[src/rtl/layer_ack_sequencer.sv]
// Acknowledge sequencer for one NN layer: counts MAC acks over N_IN inputs x N_OUT neurons
// and flags neuron-complete (ack_mac) and layer-complete (ack_layer). Registers update on the falling edge.
module layer_ack_sequencer #(
  parameter int N_IN   = 3,
  parameter int N_OUT  = 2,
  parameter int IN_W   = 2,
  parameter int OUT_W  = 1,
  parameter int STICKY = 1
) (
  input  logic             clk,
  input  logic             rst,
  input  logic             start,
  input  logic             ack,
  output logic [IN_W-1:0]  in_idx,
  output logic [OUT_W-1:0] out_idx,
  output logic             busy,
  output logic             ack_mac,
  output logic             ack_layer
);

  typedef enum logic [1:0] {
    IDLE = 2'd0,
    RUN  = 2'd1,
    DONE = 2'd2
  } state_t;

  localparam logic [IN_W-1:0]  LAST_IN  = IN_W'(N_IN - 1);
  localparam logic [OUT_W-1:0] LAST_OUT = OUT_W'(N_OUT - 1);
  localparam logic [IN_W-1:0]  ONE_IN   = IN_W'(1);
  localparam logic [OUT_W-1:0] ONE_OUT  = OUT_W'(1);

  state_t             state_r, state_s;
  logic [IN_W-1:0]    in_idx_r, in_idx_s;
  logic [OUT_W-1:0]   out_idx_r, out_idx_s;
  logic               busy_r, busy_s;
  logic               ack_mac_r, ack_mac_s;
  logic               ack_layer_r, ack_layer_s;

  // State and output registers, falling edge, synchronous active-low reset
  always_ff @(negedge clk) begin
    if (!rst) begin
      state_r     <= IDLE;
      in_idx_r    <= {IN_W{1'b0}};
      out_idx_r   <= {OUT_W{1'b0}};
      busy_r      <= 1'b0;
      ack_mac_r   <= 1'b0;
      ack_layer_r <= 1'b0;
    end else begin
      state_r     <= state_s;
      in_idx_r    <= in_idx_s;
      out_idx_r   <= out_idx_s;
      busy_r      <= busy_s;
      ack_mac_r   <= ack_mac_s;
      ack_layer_r <= ack_layer_s;
    end
  end

  // Next-state and next-output logic; ack_mac is a pulse so it defaults low
  always_comb begin
    state_s     = state_r;
    in_idx_s    = in_idx_r;
    out_idx_s   = out_idx_r;
    busy_s      = busy_r;
    ack_mac_s   = 1'b0;
    ack_layer_s = ack_layer_r;
    case (state_r)
      IDLE: begin
        ack_layer_s = 1'b0;
        if (start) begin
          state_s   = RUN;
          in_idx_s  = {IN_W{1'b0}};
          out_idx_s = {OUT_W{1'b0}};
          busy_s    = 1'b1;
        end else begin
          busy_s = 1'b0;
        end
      end
      RUN: begin
        if (ack) begin
          if (in_idx_r == LAST_IN) begin
            in_idx_s  = {IN_W{1'b0}};
            ack_mac_s = 1'b1;
            if (out_idx_r == LAST_OUT) begin
              out_idx_s   = {OUT_W{1'b0}};
              state_s     = DONE;
              busy_s      = 1'b0;
              ack_layer_s = 1'b1;
            end else begin
              out_idx_s = out_idx_r + ONE_OUT;
            end
          end else begin
            in_idx_s = in_idx_r + ONE_IN;
          end
        end else begin
          in_idx_s = in_idx_r;
        end
      end
      DONE: begin
        // Sticky mode waits for a restart; pulse mode falls straight back to IDLE
        if (STICKY != 0) begin
          if (start) begin
            state_s     = RUN;
            in_idx_s    = {IN_W{1'b0}};
            out_idx_s   = {OUT_W{1'b0}};
            busy_s      = 1'b1;
            ack_layer_s = 1'b0;
          end else begin
            ack_layer_s = 1'b1;
          end
        end else begin
          state_s     = IDLE;
          ack_layer_s = 1'b0;
        end
      end
      default: begin
        state_s     = IDLE;
        in_idx_s    = {IN_W{1'b0}};
        out_idx_s   = {OUT_W{1'b0}};
        busy_s      = 1'b0;
        ack_layer_s = 1'b0;
      end
    endcase
  end

  assign in_idx    = in_idx_r;
  assign out_idx   = out_idx_r;
  assign busy      = busy_r;
  assign ack_mac   = ack_mac_r;
  assign ack_layer = ack_layer_r;

endmodule

[config.mk]
export PLATFORM = sky130hd
export DESIGN_NAME = layer_ack_sequencer
export DESIGN_NICKNAME = d
export VERILOG_FILES = /design/src/rtl/layer_ack_sequencer.sv
export SDC_FILE = /design/constraint.sdc
export NUM_CORES = 1
export LEC_CHECK = 0
export ABC_CLOCK_PERIOD_IN_PS = 3800
export BUFFER_PORTS_ARGS = -buffer_cell sky130_fd_sc_hd__buf_4
export CORE_AREA = 5 5 42 44
export DETAILED_ROUTE_END_ITERATION = 6
export DIE_AREA = 0 0 47 49
export PLACE_DENSITY_LB_ADDON = 0.2
export SLEW_MARGIN = 20
export SYNTH_ARGS = -nofsm -noshare
export SYNTH_HDL_FRONTEND = slang
export SYNTH_SLANG_ARGS = --single-unit
[constraint.sdc]
create_clock -name clk -period 3.8 [get_ports clk]
set_clock_uncertainty 0.05 [all_clocks]
set_input_delay 0.38 -clock clk [delete_from_list [all_inputs] [get_ports clk]]
set_output_delay 0.38 -clock clk [all_outputs]
set_load 0.03 [all_outputs]
==> impl_metrics.py <==
metrics = {
    "critical_path": {
        "worstPathMaxFanout": 5,
        "crit_chain": "buf_4",
        "slowest_delay_ns": 0.38,
        "critPathCaptureType": "primary output",
        "arrival_ns": 2.78,
        "crit_required_ns": 3.37,
        "critPathKind": "reg -> out",
        "r2r_cells": 6,
        "cp_top_family": "flip-flops",
        "cp-start-kind": "flop",
        "worstSetupPathDepth": 1,
        "path_buf_inv": 1,
        "slowest_stage": "dfxtp_1",
    },
    "cells_and_area": {
        "diodes": 0,
        "area_growth_pct": 29.5,
        "stdcell_count": 81,
        "postLayoutCoreUtil_pct": 41.5,
        "fin_nets": 75,
        "layout-drive-gt1-share_pct": 26.2,
    },
    "cts": {
        "clk_transition_reported_paths_ns": 0.03,
        "cts_buffers": 3,
        "cts_setup_buffers": 0,
        "tritoncts": "built",
        "holdBufCountCts": 0,
        "root_buffer": "clkbuf_4",
        "h-tree-depth": 1,
        "cts_sinks": 8,
        "insertion_delay_ns": 0.32,
        "cts_max_path_buffers": 2,
        "ctsResizeCount": 0,
    },
    "sta": {
        "setup_viol": 0,
        "slew_headroom_pct": 84.2,
        "worst_slew_pin_slew_ns": 0.238,
        "slew_viol_final": 0,
        "final.setup.tns_ns": 0,
        "rsz0062_at_grt": "no",
        "hold_violations": 0,
    },
    "logic_synthesis": {
        "ys.flop_type": "dfxtp_1",
        "syn-mean-instance-area_um2": 9.56,
        "ys_types": 25,
        "syn_area_um2": 449,
        "synth_edf_count": 0,
        "synth_commonest_cells": "dfxtp_1, ha_1, inv_1",
        "synth_most_common_cell": "dfxtp_1",
        "yosysTopAreaCell": "dfxtp_1",
        "netlist_top_cells_area": "dfxtp_1, ha_1, o22ai_4",
        "syn_inst": 47,
        "syn_nets": 55,
        "synth_top_area_share_pct": 35.7,
        "synthArstFlopShare_pct": 0,
        "ys_ff_latch": 8,
        "ys_seq_area_share_pct": 35.7,
        "yosysWarningCount": 0,
    },
    "min_path": {
        "hold_depth": 2,
        "hold_class": "reg -> reg",
    },
    "grt": {
        "grt_pass1_wl_um": 1560,
        "grt-ovfl-total": 0,
        "grt_usage_pct": 9.51,
        "grt_max_degree": 11,
        "grt_pass1_vias": 391,
        "antenna_found_initial": 0,
    },
    "floorplanning": {
        "die_w_um": 47,
        "coreArea_um2": 1400,
        "fp.dieH_um": 49,
        "dieArea_um2": 2300,
        "initial_core_util_pct": 32.1,
        "fp-row-count": 14,
        "ios": 10,
    },
    "power": {
        "vdd_drop_max_v": 0.000215,
        "power_density_nw_per_um2": 704,
        "p_leak_nw": 0.279,
        "total_power_w": 0.000410,
    },
    "routing": {
        "vias": 417,
        "drtIter0Drc": 5,
        "routedWlPerCell_um": 11.1,
        "wl_um": 901,
        "drtAntennaViolNets": 0,
        "vias_per_cell": 5.15,
        "drc": 0,
        "first_pass_iters": 4,
    },
    "place": {
        "gp_congestion": 0.709,
        "dpl.hpwl_um": 682,
        "io_buffers": 9,
        "dp.cells": 71,
    },
    "flow_run": {
        "max_cap_violations": 0,
    },
    "run_status": {
        "outcome": "completed",
    },
}
stage by stage:
step | setup slack, ns | hold slack (ns) | cell area (µm²)
floorplan | 0.743 | 0.432 | 449
global placement | 0.591 | 0.390 | 533
detailed placement | 0.569 | 0.398 | 533
CTS | 0.572 | 0.401 | 582
global route | 0.513 | 0.446 | 582
finish | 0.588 | 0.397 | 582
final cells by class:
type	count	area, µm²
clock buffers	3	22.5
flip-flops and latches	8	160
well taps	16	20.0
multi-input cells	33	267
fillers	162	820
clock inverters	8	30.0
inverters	4	15.0
repair buffers	9	67.6
routing by layer:
metal,track usage (%),routed length (µm),vias up
met5,0,0,-
met2,11.3,382,22
met3,8.49,143,6
met4,7.37,27,0
met1,10.1,347,185
li1,-,-,204
registers in the layout (all words and copies together), names as in the netlist:
register / flops
ack_layer: 1
in_idx: 2
busy: 1
ack_mac: 1
state_r: 2
out_idx: 1
power by group:
| group | total (W) | switching (W) | leakage (nW) | internal (W) |
|---|---|---|---|---|
| sequential | 0.000117 | 0.0000138 | 0.0652 | 0.000103 |
| clock | 0.000100 | 0.0000527 | 0.0564 | 0.0000475 |
| combinational | 0.000192 | 0.000113 | 0.157 | 0.0000798 |
| total | 0.000410 | 0.000179 | 0.279 | 0.000231 |
cell usage in the layout (no fill, tap or decap):
master,count
or4_1,2
o21ai_0,3
clkbuf_4,3
dfxtp_1,8
o22ai_4,1
buf_4,9
a31oi_2,1
and2b_2,1
or3b_1,1
nand2_1,3
o211a_1,1
nor2_1,2
o211ai_1,2
ha_1,4
nor3b_1,1
inv_1,11
nor2b_1,1
nand4b_1,1
and4_1,1
inv_2,1
a21boi_0,1
mux2i_1,1
a21boi_1,2
nor2_4,1
o31ai_1,1
a21oi_1,2
worst paths after layout:
| check | from | to | slack (ns) |
|---|---|---|---|
| setup / recovery | out_idx$_SDFFE_NN0P_ | out_idx | 0.59 |
| hold / removal | ack_layer$_SDFFE_NN0P_ | ack_layer$_SDFFE_NN0P_ | 0.40 |
| setup reg to reg | state_r[0]$_SDFFE_NN0P_ | state_r[0]$_SDFFE_NN0P_ | 2.07 |
| hold reg to reg | ack_layer$_SDFFE_NN0P_ | ack_layer$_SDFFE_NN0P_ | 0.40 |
cells by family (layout without fill, tap and decap cells):
group / after synthesis / count (layout) / synth area share, %
AOI/OAI and AO/OA: 14 / 14 / 25.1
and+or+nand+nor: 14 / 14 / 20.9
DFF: 8 / 8 / 35.7
buffers and inverters: 6 / 24 / 5.01
adders and majority gates: 4 / 4 / 11.1
muxes: 1 / 1 / 2.23
No activity file was read; power rests on OpenSTA's default activity.
